## src/rtl/quadrature_decoder.sv

```systemverilog
// quadrature_decoder
// Front end for the 3-bit up/down counter. Synchronizes the two encoder
// phases, optionally debounces them, and turns every legal Gray-code move
// into a one-cycle step pulse plus a direction level. Double-bit moves are
// flagged on err and counted in a saturating 4-bit counter.
//
// Optional feature: define QDEC_GLITCH_FILTER_EN to add a per-phase
// stability filter. A new level is then accepted only after FILTER_LEN
// consecutive identical samples at the synchronizer output.

module quadrature_decoder #(
   parameter int SYNC_STAGES = 2,
   parameter int FILTER_LEN  = 4
) (
   input  logic       clk,
   input  logic       reset_n,
   input  logic       enable,
   input  logic       a_in,
   input  logic       b_in,
   output logic       step,
   output logic       up_down,
   output logic       err,
   output logic [3:0] err_count
);

   // The fill counter stops once every synchronizer stage holds a real sample.
   localparam logic [2:0] FILL_DONE = 3'(SYNC_STAGES);

   logic [SYNC_STAGES-1:0] r_syncA;
   logic [SYNC_STAGES-1:0] r_syncB;
   logic [1:0]             w_sync;
   logic [2:0]             r_fill;
   logic                   w_syncValid;
   logic [1:0]             w_state;

   logic [1:0]             r_prev;
   logic                   r_primed;
   logic                   r_step;
   logic                   r_upDown;
   logic                   r_err;
   logic [3:0]             r_errCount;

   logic                   w_changed;
   logic                   w_double;
   logic                   w_forward;

   // Shift each asynchronous phase through its own flop chain.
   always_ff @(posedge clk or negedge reset_n) begin
      if (!reset_n) begin
         r_syncA <= '0;
         r_syncB <= '0;
      end else begin
         r_syncA <= {r_syncA[SYNC_STAGES-2:0], a_in};
         r_syncB <= {r_syncB[SYNC_STAGES-2:0], b_in};
      end
   end

   assign w_sync = {r_syncA[SYNC_STAGES-1], r_syncB[SYNC_STAGES-1]};

   // Count edges after reset until the synchronizer output reflects the pins,
   // so priming never latches the cleared chain contents.
   always_ff @(posedge clk or negedge reset_n) begin
      if (!reset_n) begin
         r_fill <= '0;
      end else if (r_fill != FILL_DONE) begin
         r_fill <= r_fill + 3'd1;
      end
   end

   assign w_syncValid = (r_fill == FILL_DONE);

`ifdef QDEC_GLITCH_FILTER_EN
   localparam logic [3:0] CNT_LAST = 4'(FILTER_LEN - 1);

   logic [1:0] r_filt;
   logic [3:0] r_cntA;
   logic [3:0] r_cntB;
   logic [1:0] w_accept;

   // A phase flips on the FILTER_LEN-th consecutive differing sample; the
   // accepted state is formed combinationally so no extra edge is added.
   always_comb begin
      w_accept    = 2'b00;
      w_accept[1] = (w_sync[1] != r_filt[1]) && (r_cntA == CNT_LAST);
      w_accept[0] = (w_sync[0] != r_filt[0]) && (r_cntB == CNT_LAST);
      w_state     = (r_filt & ~w_accept) | (w_sync & w_accept);
   end

   // Per-phase stability counters; any reversion to the held level restarts
   // the count. Before priming the filter is seeded from the synchronizer.
   always_ff @(posedge clk or negedge reset_n) begin
      if (!reset_n) begin
         r_filt <= 2'b00;
         r_cntA <= '0;
         r_cntB <= '0;
      end else if (!r_primed) begin
         r_filt <= w_sync;
         r_cntA <= '0;
         r_cntB <= '0;
      end else begin
         if (w_sync[1] == r_filt[1]) begin
            r_cntA <= '0;
         end else if (w_accept[1]) begin
            r_filt[1] <= w_sync[1];
            r_cntA    <= '0;
         end else begin
            r_cntA <= r_cntA + 4'd1;
         end

         if (w_sync[0] == r_filt[0]) begin
            r_cntB <= '0;
         end else if (w_accept[0]) begin
            r_filt[0] <= w_sync[0];
            r_cntB    <= '0;
         end else begin
            r_cntB <= r_cntB + 4'd1;
         end
      end
   end
`else
   assign w_state = w_sync;
`endif

   // Classify the move from the previous accepted state to the current one.
   always_comb begin
      w_changed = (w_state != r_prev);
      w_double  = ((w_state ^ r_prev) == 2'b11);
      w_forward = 1'b0;
      case ({r_prev, w_state})
         4'b00_10, 4'b10_11, 4'b11_01, 4'b01_00: w_forward = 1'b1;
         default:                                 w_forward = 1'b0;
      endcase
   end

   // Prime on the first valid sample, then decode every accepted change into
   // a step or err pulse; direction updates even while decoding is disabled.
   always_ff @(posedge clk or negedge reset_n) begin
      if (!reset_n) begin
         r_prev     <= 2'b00;
         r_primed   <= 1'b0;
         r_step     <= 1'b0;
         r_upDown   <= 1'b1;
         r_err      <= 1'b0;
         r_errCount <= 4'd0;
      end else begin
         r_step <= 1'b0;
         r_err  <= 1'b0;
         if (!r_primed) begin
            if (w_syncValid) begin
               r_prev   <= w_sync;
               r_primed <= 1'b1;
            end
         end else if (w_changed) begin
            r_prev <= w_state;
            if (w_double) begin
               r_err <= enable;
               if (enable && (r_errCount != 4'hF)) begin
                  r_errCount <= r_errCount + 4'd1;
               end
            end else begin
               r_upDown <= w_forward;
               r_step   <= enable;
            end
         end
      end
   end

   assign step      = r_step;
   assign up_down   = r_upDown;
   assign err       = r_err;
   assign err_count = r_errCount;

endmodule

```

## config.mk

```make
export PLATFORM = sky130hd
export DESIGN_NAME = quadrature_decoder
export DESIGN_NICKNAME = d
export VERILOG_FILES = /design/src/rtl/quadrature_decoder.sv
export SDC_FILE = /design/constraint.sdc
export NUM_CORES = 1
export LEC_CHECK = 0
export CAP_MARGIN = 40
export CORE_MARGIN = 8
export CORE_UTILIZATION = 45
export DETAILED_ROUTE_END_ITERATION = 7
export PLACE_DENSITY = 0.69
export SLEW_MARGIN = 0
export SYNTH_ARGS = -nofsm -noshare
export SYNTH_HDL_FRONTEND = slang
export SYNTH_SLANG_ARGS = --single-unit
```

## constraint.sdc

```tcl
create_clock -name clk -period 2.8 [get_ports clk]
set_input_delay 0.56 -clock clk [delete_from_list [all_inputs] [get_ports clk]]
set_output_delay 0.56 -clock clk [all_outputs]
set_load 0.005 [all_outputs]
```

==> flow_summary.toml, run 1 <==
[run_status]
status = "completed"

[timing]
rsz0062_at_grt = "no"
hold_viol = 0
period_share_pct = 67.7
tightest_slew_ns = 0.730
period_needed_ns = 1.90
maxSlewViolCount = 0
max_freq_mhz = 527
fin_tns_setup_ns = 0
fin_skew_ns = 0.00928
setup_viol = 0
slew-limit-headroom_pct = 51.2

[floorplan]
die_w_um = 56.3
start_util_pct = 48.4
coreArea_um2 = 1510
floorplan.die.height_um = 56.3
fp-row-count = 14
die_area_um2 = 3170
io_pins = 12

[cells_and_area]
finalNetCount = 78
antenna_cells = 0
fin_area_um2 = 886
areaGrowthSynthToFinish_pct = 21.4
drive_gt1_share_pct = 17.4
final_cells = 85

[yosys]
synthMuxAreaShare_pct = 8.23
ys_ff_latch = 17
synth_area_leader_cell = "dfrtp_1"
synth_cell_types = 22
yosys.area_share.simple_pct = 12.2
synthCells = 54
syn-cell-area_um2 = 729
avgSynthCellArea_um2 = 13.5
synth_common_cells = "dfrtp_1 (16), xnor2_1 (5), ha_1 (3), mux2_2 (3), nor2_1 (3)"
synthTopCellsByArea = "dfrtp_1 (55%), xnor2_1 (6.0%), ha_1 (5.1%)"
synth_xor_area_share_pct = 10.5
synth_top_area_share_pct = 54.9
yosysWarningCount = 0
synth.most_common_cell = "dfrtp_1"
synth_edf_count = 0
synth_top_family_by_area = "simple AND/OR/NAND/NOR gates"
synth_flop_cell = "dfrtp_1"
synth_adder_area_share_pct = 5.15
synth_compound_area_share_pct = 4.46
ys_seq_area_share_pct = 58.5
syn-num-nets = 62
async_flop_share_pct = 100

[detailed_routing]
via_count = 442
viasPerCell = 5.20
wl_per_cell_um = 12.9
antenna_left = 0
drc_errors = 0
firstDrtPassIters = 4
wirelength_mm = 1.10
drt_iter0_drc = 9

[hold_path]
min_from = "r_syncA[0]$_DFF_PN0_"
hold_depth = 0
hold_class = "flop to flop"
min_to = "r_syncA[1]$_DFF_PN0_"

[grt]
grt_usage_pct = 7.59
globalRouteMet2Util_pct = 11.6
antenna_found_initial = 0
grt_pass1_wl_mm = 1.98
grt_util_met1_pct = 8.52
grt_max_degree = 18
grt_overflow = 0
gr-max-usage-layer = "met2"
grt_pass1_vias = 461
use_met3_pct = 4.72

[worst_setup_path]
worst_ep_required_time_ns = 2.24
critPathTopFamily = "flip-flops"
crit_path_start_kind = "flop"
slowest_stage = "dfstp_2"
reg2reg_depth = 5
crit_path_end_kind = "output pin"
timing.rr.start = "r_fill[0]$_DFFE_PN0N_"
timing.rr.end = "r_prev[1]$_DFFE_PN0P_"
worst-setup-path-type = "flop to output pin"
arrival_ns = 1.34
r2r_slack_ns = 1.40
cpPeakStageDelay_ns = 0.56
crit_path_max_fanout = 3
path_cells = "clkdlybuf4s50_1"
cp_num_buf_inv = 1

[clocking]
htreeDepth = 1
cts_hold_buf = 0
cts-root-buf = "clkbuf_4"
cts_setup_buffers = 0
numCtsBuffers = 3
cts_tree = "done"
postCtsResizedCells = 0
clockBufferDepth = 2
clock_latency_ns = 0.28
clk_pin_slew_ns = 0.09
cts_sinks = 17

[power_and_ir_drop]
p_total_mw = 0.622
ir_drop_mv = 0.363
p_per_area_nw_per_um2 = 702
total_leakage_power_nw = 0.390

[place]
placed_area_um2 = 860
dp_hpwl_um = 835
gp_congestion = 0.809
io_buffers = 11
dp.cells = 81

[job]
max-cap-violations = 0
## layer usage
| metal | wire length (um) | share of wire (%) | up-vias |
|---|---|---|---|
| li1 | - | - | 218 |
| met1 | 535 | 49 | 211 |
| met2 | 502 | 46 | 13 |
| met3 | 59 | 5.4 | 0 |
| met4 | 0 | 0 | 0 |
| met5 | 0 | 0 | - |
## registers in the layout (all words and copies together) (netlist names)
| register | flops |
|---|---|
| r_fill | 3 |
| step | 1 |
| err | 1 |
| r_syncA | 2 |
| r_syncB | 2 |
| r_prev | 2 |
| err_count | 4 |
| up_down | 1 |
| r_primed | 1 |
## power by group
part | internal, mW | switching [mW] | total (mW) | leakage [nW]
registers | 0.286 | 0.0407 | 0.326 | 0.200
clock network | 0.0552 | 0.0681 | 0.123 | 0.0150
logic | 0.114 | 0.0581 | 0.172 | 0.175
total | 0.455 | 0.167 | 0.622 | 0.390
## through the flow
stage          util (%)  worst slack [ns]  hold WS, ns
3_3_place_gp       57.1              1.00        0.333
4_1_cts            58.8             0.883        0.362
5_1_grt            58.8             0.853        0.371
3_5_place_dp       57.1             0.982        0.340
2_1_floorplan         -              1.52        0.264
6_report           58.8             0.904        0.357
## worst max path at each step
stage                             start                        to  slack [ns]  cells after the start
6_report            up_down$_DFFE_PN1P_                   up_down        0.90                      1
2_1_floorplan  err_count[0]$_DFFE_PN0P_  err_count[1]$_DFFE_PN0P_        1.52                      4
3_3_place_gp                     enable  err_count[1]$_DFFE_PN0P_        1.00                      4
4_1_cts             up_down$_DFFE_PN1P_                   up_down        0.88                      1
3_5_place_dp                     enable  err_count[3]$_DFFE_PN0P_        0.98                      4
5_1_grt             up_down$_DFFE_PN1P_                   up_down        0.85                      1
## cell usage in the layout, fill, tap and decap left out, drive strengths merged
master and instances:
xnor2 5, dfstp 1, and3 1, xor2 2
nand4b 1, mux2 5, a31oi 2, a21oi 2
and3b 1, clkbuf 4, nand2 2, dfrtp 16
nand4 1, ha 3, o21ai 2, nor2b 1
nand3 1, nand2b 2, inv 2, clkdlybuf4s50 11
nor2 3, and4 1
## logic make-up after synthesis
group | Yosys count
mux | 5
fa+ha+maj | 3
flops | 17
compound gates | 6
xor+xnor | 7
simple gates | 14
buf+inv | 2
## layout make-up
class                      instances  area, um^2
clock buffer                       4        26.3
sequential                        17         427
tap                               16        20.0
timing repair buffer              11         110
inverter                           2        7.51
fill                             124         621
multi-input combinational         35         295
Note: power is estimated with default switching activity, not from simulation.
==> run 2, diff against run 1 <==
==> constraint.sdc (replaced) <==
create_clock -name clk -period 1.8 [get_ports clk]
set_input_delay 0.36 -clock clk [delete_from_list [all_inputs] [get_ports clk]]
set_output_delay 0.36 -clock clk [all_outputs]
set_load 0.005 [all_outputs]
==> flow_summary.toml, run 2 (synthesis gave the netlist of run 1 again) <==
[run_status]
status = "completed"

[timing]
slew-limit-headroom_pct = 80.0
fin_skew_ns = 0.00178
rsz0062_at_grt = "no"
tightest_slew_ns = 0.299
period_needed_ns = 1.68
fin_tns_setup_ns = 0
fin_ws_ns = 0.116
hold_viol = 0
maxSlewViolCount = 0
max_freq_mhz = 594
period_share_pct = 93.5
setup_viol = 0

[power_and_ir_drop]
power_frac_comb_pct = 28.0
power_frac_seq_pct = 52.5
ir_drop_mv = 0.593
swShare_pct = 26.6
p_per_area_nw_per_um2 = 1080
p_sw_mw = 0.258
total_leakage_power_nw = 0.395
clockPowerShare_pct = 19.5
p_int_mw = 0.711

[clocking]
clock_latency_ns = 0.28
cts_tree = "done"
htreeDepth = 1
clk_pin_slew_ns = 0.09
cts-root-buf = "clkbuf_4"
clockBufferDepth = 2
postCtsResizedCells = 0
cts_setup_buffers = 0
cts_hold_buf = 0
numCtsBuffers = 3
cts_sinks = 17

[grt]
grt_max_degree = 12
grt_pass1_vias = 480
antenna_found_initial = 0
grt_pass1_wl_mm = 2.04
grt_usage_pct = 7.87
grt_overflow = 0

[floorplan]
io_pins = 12
fp-row-count = 14
floorplan.die.height_um = 56.3
start_util_pct = 48.4
die_w_um = 56.3
coreArea_um2 = 1510
die_area_um2 = 3170

[hold_path]
hold_class = "input port to asynchronous set/reset pin"

[cells_and_area]
nFillCells = 128
multi_input_area_um2 = 295
drive_gt1_share_pct = 18.6
areaGrowthSynthToFinish_pct = 22.5
mostFrequentLayoutCells = "dfrtp_1 (16), clkdlybuf4s50_1 (11), xnor2_1 (5)"
seq_area_um2 = 427
finalNetCount = 79
largest_register_ffs = 4
antenna_cells = 0
layout_commonest_cell = "dfrtp_1"

[worst_setup_path]
crit_path_start_kind = "flop"
slowest_stage = "dfstp_2"
path_cells = "clkdlybuf4s50_1"
setup.worst_path.start = "up_down$_DFFE_PN1P_"
cp_num_buf_inv = 1
timing.rr.start = "r_fill[0]$_DFFE_PN0N_"
crit_path_max_fanout = 3
arrival_ns = 1.32
cpPeakStageDelay_ns = 0.55
critPathTopFamily = "flip-flops"
crit_path_end_kind = "output pin"
reg2reg_depth = 5
worst_ep_required_time_ns = 1.44
timing.rr.end = "r_prev[1]$_DFFE_PN0P_"
worst-setup-path-type = "flop to output pin"
r2r_slack_ns = 0.40

[detailed_routing]
dr_wl_met3_um = 66
viasPerCell = 5.07
drc_errors = 0
wl_met2_um = 529
wl_per_cell_um = 13.1
wirelength_mm = 1.13
wl_met1_um = 519
dr.max_layer_used = "met4"
antenna_left = 0
firstDrtPassIters = 3
drt_iter0_drc = 1
via_count = 436

[place]
dp_slack_ns = 0.177
gp_congestion = 0.826
dp_hpwl_um = 927
io_buffers = 11

[job]
max-cap-violations = 0
-- run 2: cell count changes in the layout (fill, tap and decap cells not counted) --
cell,before,now
buf_4,0,1
-- run 2: area by class of cell --
class	instances	area share, %
Clock buffer	4	2.94
Inverter	2	0.840
Multi-Input combinational cell	35	33.1
Sequential cell	17	47.8
Tap cell	16	2.24
Timing Repair Buffer	12	13.2
-- run 2: worst max path at each step --
stage / end / slack, ns / cells past startpoint
2_1_floorplan: err_count[1]$_DFFE_PN0P_ / 0.52 / 4
3_3_place_gp: err_count[1]$_DFFE_PN0P_ / 0.19 / 4
3_5_place_dp: err_count[1]$_DFFE_PN0P_ / 0.18 / 4
4_1_cts: up_down / 0.09 / 1
5_1_grt: up_down / 0.06 / 1
6_report: up_down / 0.12 / 1
-- run 2: layer usage --
layer | track usage [%] | vias up
met3 | 3.60 | 2
met2 | 11.7 | 9
met1 | 8.81 | 207
li1 | - | 218
met5 | 0 | -
met4 | 5.15 | 0
-- run 2: power groups by stage --
stage	logic, mW	clock network [mW]	registers [mW]
finish	0.271	0.189	0.508
global route	0.301	0.221	0.519
CTS	0.279	0.201	0.511
detailed placement	0.278	0	0.518
global placement	0.274	0	0.514
floorplan	0.125	0	0.509
-- run 2: per-stage QoR --
stage,utilization (%),instances,hold slack [ns],instance area (um^2),total power [mW]
2_1_floorplan,-,54,0.0644,729,0.634
3_3_place_gp,57.6,82,0.333,867,0.787
3_5_place_dp,57.6,82,0.336,867,0.796
4_1_cts,59.3,86,0.325,893,0.991
5_1_grt,59.3,86,0.330,893,1.04
6_report,59.3,86,0.324,893,0.969
==> run 3, diff against run 2 <==
--- a/config.mk
+++ b/config.mk
@@ -8,6 +8,7 @@
 export CAP_MARGIN = 40
 export CORE_MARGIN = 8
 export CORE_UTILIZATION = 45
+export CTS_BUF_LIST = sky130_fd_sc_hd__clkbuf_4
 export DETAILED_ROUTE_END_ITERATION = 7
 export PLACE_DENSITY = 0.69
 export SLEW_MARGIN = 0
==> flow_summary.toml, run 3 (synthesis gave the netlist of run 1 again) <==
[cells_and_area]
nFillCells = 128
largest_register_ffs = 4
antenna_cells = 0
finalNetCount = 79
drive_gt1_share_pct = 20.0
multi_input_area_um2 = 295
seq_area_um2 = 427
areaGrowthSynthToFinish_pct = 23.0
layout_commonest_cell = "dfrtp_1"
final_cells = 86
mostFrequentLayoutCells = "dfrtp_1 (16), clkdlybuf4s50_1 (11), xnor2_1 (5)"

[timing]
rsz0062_at_grt = "no"
fin_tns_setup_ns = 0
fin_skew_ns = 0.00745
maxSlewViolCount = 0
slew-limit-headroom_pct = 79.5
hold_viol = 0
tightest_slew_ns = 0.306
period_needed_ns = 1.69
setup_viol = 0
period_share_pct = 94.1
max_freq_mhz = 591

[detailed_routing]
via_count = 436
antenna_left = 0
drc_errors = 0
wirelength_mm = 1.20
wl_per_cell_um = 14.0
viasPerCell = 5.07
drt_iter0_drc = 0
firstDrtPassIters = 1

[worst_setup_path]
timing.rr.start = "r_fill[0]$_DFFE_PN0N_"
r2r_slack_ns = 0.40
cp_num_buf_inv = 1
path_cells = "clkdlybuf4s50_1"
critPathTopFamily = "flip-flops"
timing.rr.end = "r_prev[1]$_DFFE_PN0P_"
setup.worst_path.start = "up_down$_DFFE_PN1P_"
crit_path_max_fanout = 3
reg2reg_depth = 5
arrival_ns = 1.33
worst-setup-path-type = "flop to output pin"
crit_path_end_kind = "output pin"
crit_path_start_kind = "flop"
slowest_stage = "dfstp_2"
worst_ep_required_time_ns = 1.44
cpPeakStageDelay_ns = 0.55

[grt]
grt_pass1_vias = 486
grt_usage_pct = 8.33
antenna_found_initial = 0
grt_overflow = 0
grt_max_degree = 12
grt_pass1_wl_mm = 2.13

[power_and_ir_drop]
power_frac_comb_pct = 27.4
p_sw_mw = 0.264
ir_drop_mv = 0.594
total_leakage_power_nw = 0.398
p_int_mw = 0.726
clockPowerShare_pct = 21.2
p_per_area_nw_per_um2 = 1100
swShare_pct = 26.7
power_frac_seq_pct = 51.4

[clocking]
cts_tree = "done"
htreeDepth = 1
clk_pin_slew_ns = 0.10
cts_sinks = 17
postCtsResizedCells = 0
cts_hold_buf = 0
numCtsBuffers = 3
clock_latency_ns = 0.28
cts_setup_buffers = 0
clockBufferDepth = 2
cts-root-buf = "clkbuf_4"

[place]
dp.cells = 82
dp_hpwl_um = 927
gp_congestion = 0.826
io_buffers = 11

[hold_path]
hold_class = "input port to asynchronous set/reset pin"

[floorplan]
die_area_um2 = 3170
floorplan.die.height_um = 56.3
io_pins = 12
coreArea_um2 = 1510
start_util_pct = 48.4
fp-row-count = 14
die_w_um = 56.3

[run_status]
status = "completed"

[job]
max-cap-violations = 0
run 3: cell counts in the layout (fill, tap and decap cells not counted):
Identical to the previous run, type by type.
run 3: per-layer routing:
metal	up-vias	part of all wire (%)	track usage, %
met1	203	45	8.93
met3	4	5.9	3.82
met5	-	0	0
li1	218	-	-
met4	0	2.5	6.19
met2	11	47	12.5
run 3: area by class of cell:
| class | instances | share of cell area (%) |
|---|---|---|
| sequential | 17 | 47.6 |
| multi-input combinational | 35 | 32.9 |
| timing repair buffer | 12 | 13.1 |
| clock buffer | 4 | 3.35 |
| tap | 16 | 2.23 |
| inverter | 2 | 0.837 |
run 3: worst max path at each step:
stage | endpoint | slack [ns] | depth (start not counted)
CTS | up_down | 0.08 | 1
floorplan | err_count[1]$_DFFE_PN0P_ | 0.52 | 4
finish | up_down | 0.11 | 1
global route | up_down | 0.05 | 1
detailed placement | err_count[1]$_DFFE_PN0P_ | 0.18 | 4
global placement | err_count[1]$_DFFE_PN0P_ | 0.19 | 4
run 3: metrics by stage:
| stage | util, % | instance area, um^2 | setup slack (ns) | hold WS (ns) | total power, mW |
|---|---|---|---|---|---|
| 2_1_floorplan | - | 729 | 0.524 | 0.0644 | 0.634 |
| 3_3_place_gp | 57.6 | 867 | 0.193 | 0.333 | 0.787 |
| 5_1_grt | 59.6 | 897 | 0.0495 | 0.330 | 1.06 |
| 6_report | 59.6 | 897 | 0.107 | 0.319 | 0.990 |
| 4_1_cts | 59.6 | 897 | 0.0836 | 0.318 | 1.01 |
| 3_5_place_dp | 57.6 | 867 | 0.177 | 0.336 | 0.796 |
run 3: power groups by stage:
stage	clock, mW	combinational, mW	sequential [mW]
after floorplan	0	0.125	0.509
after global placement	0	0.274	0.514
after detailed placement	0	0.278	0.518
after CTS	0.221	0.279	0.511
after global routing	0.239	0.301	0.520
final	0.210	0.272	0.508
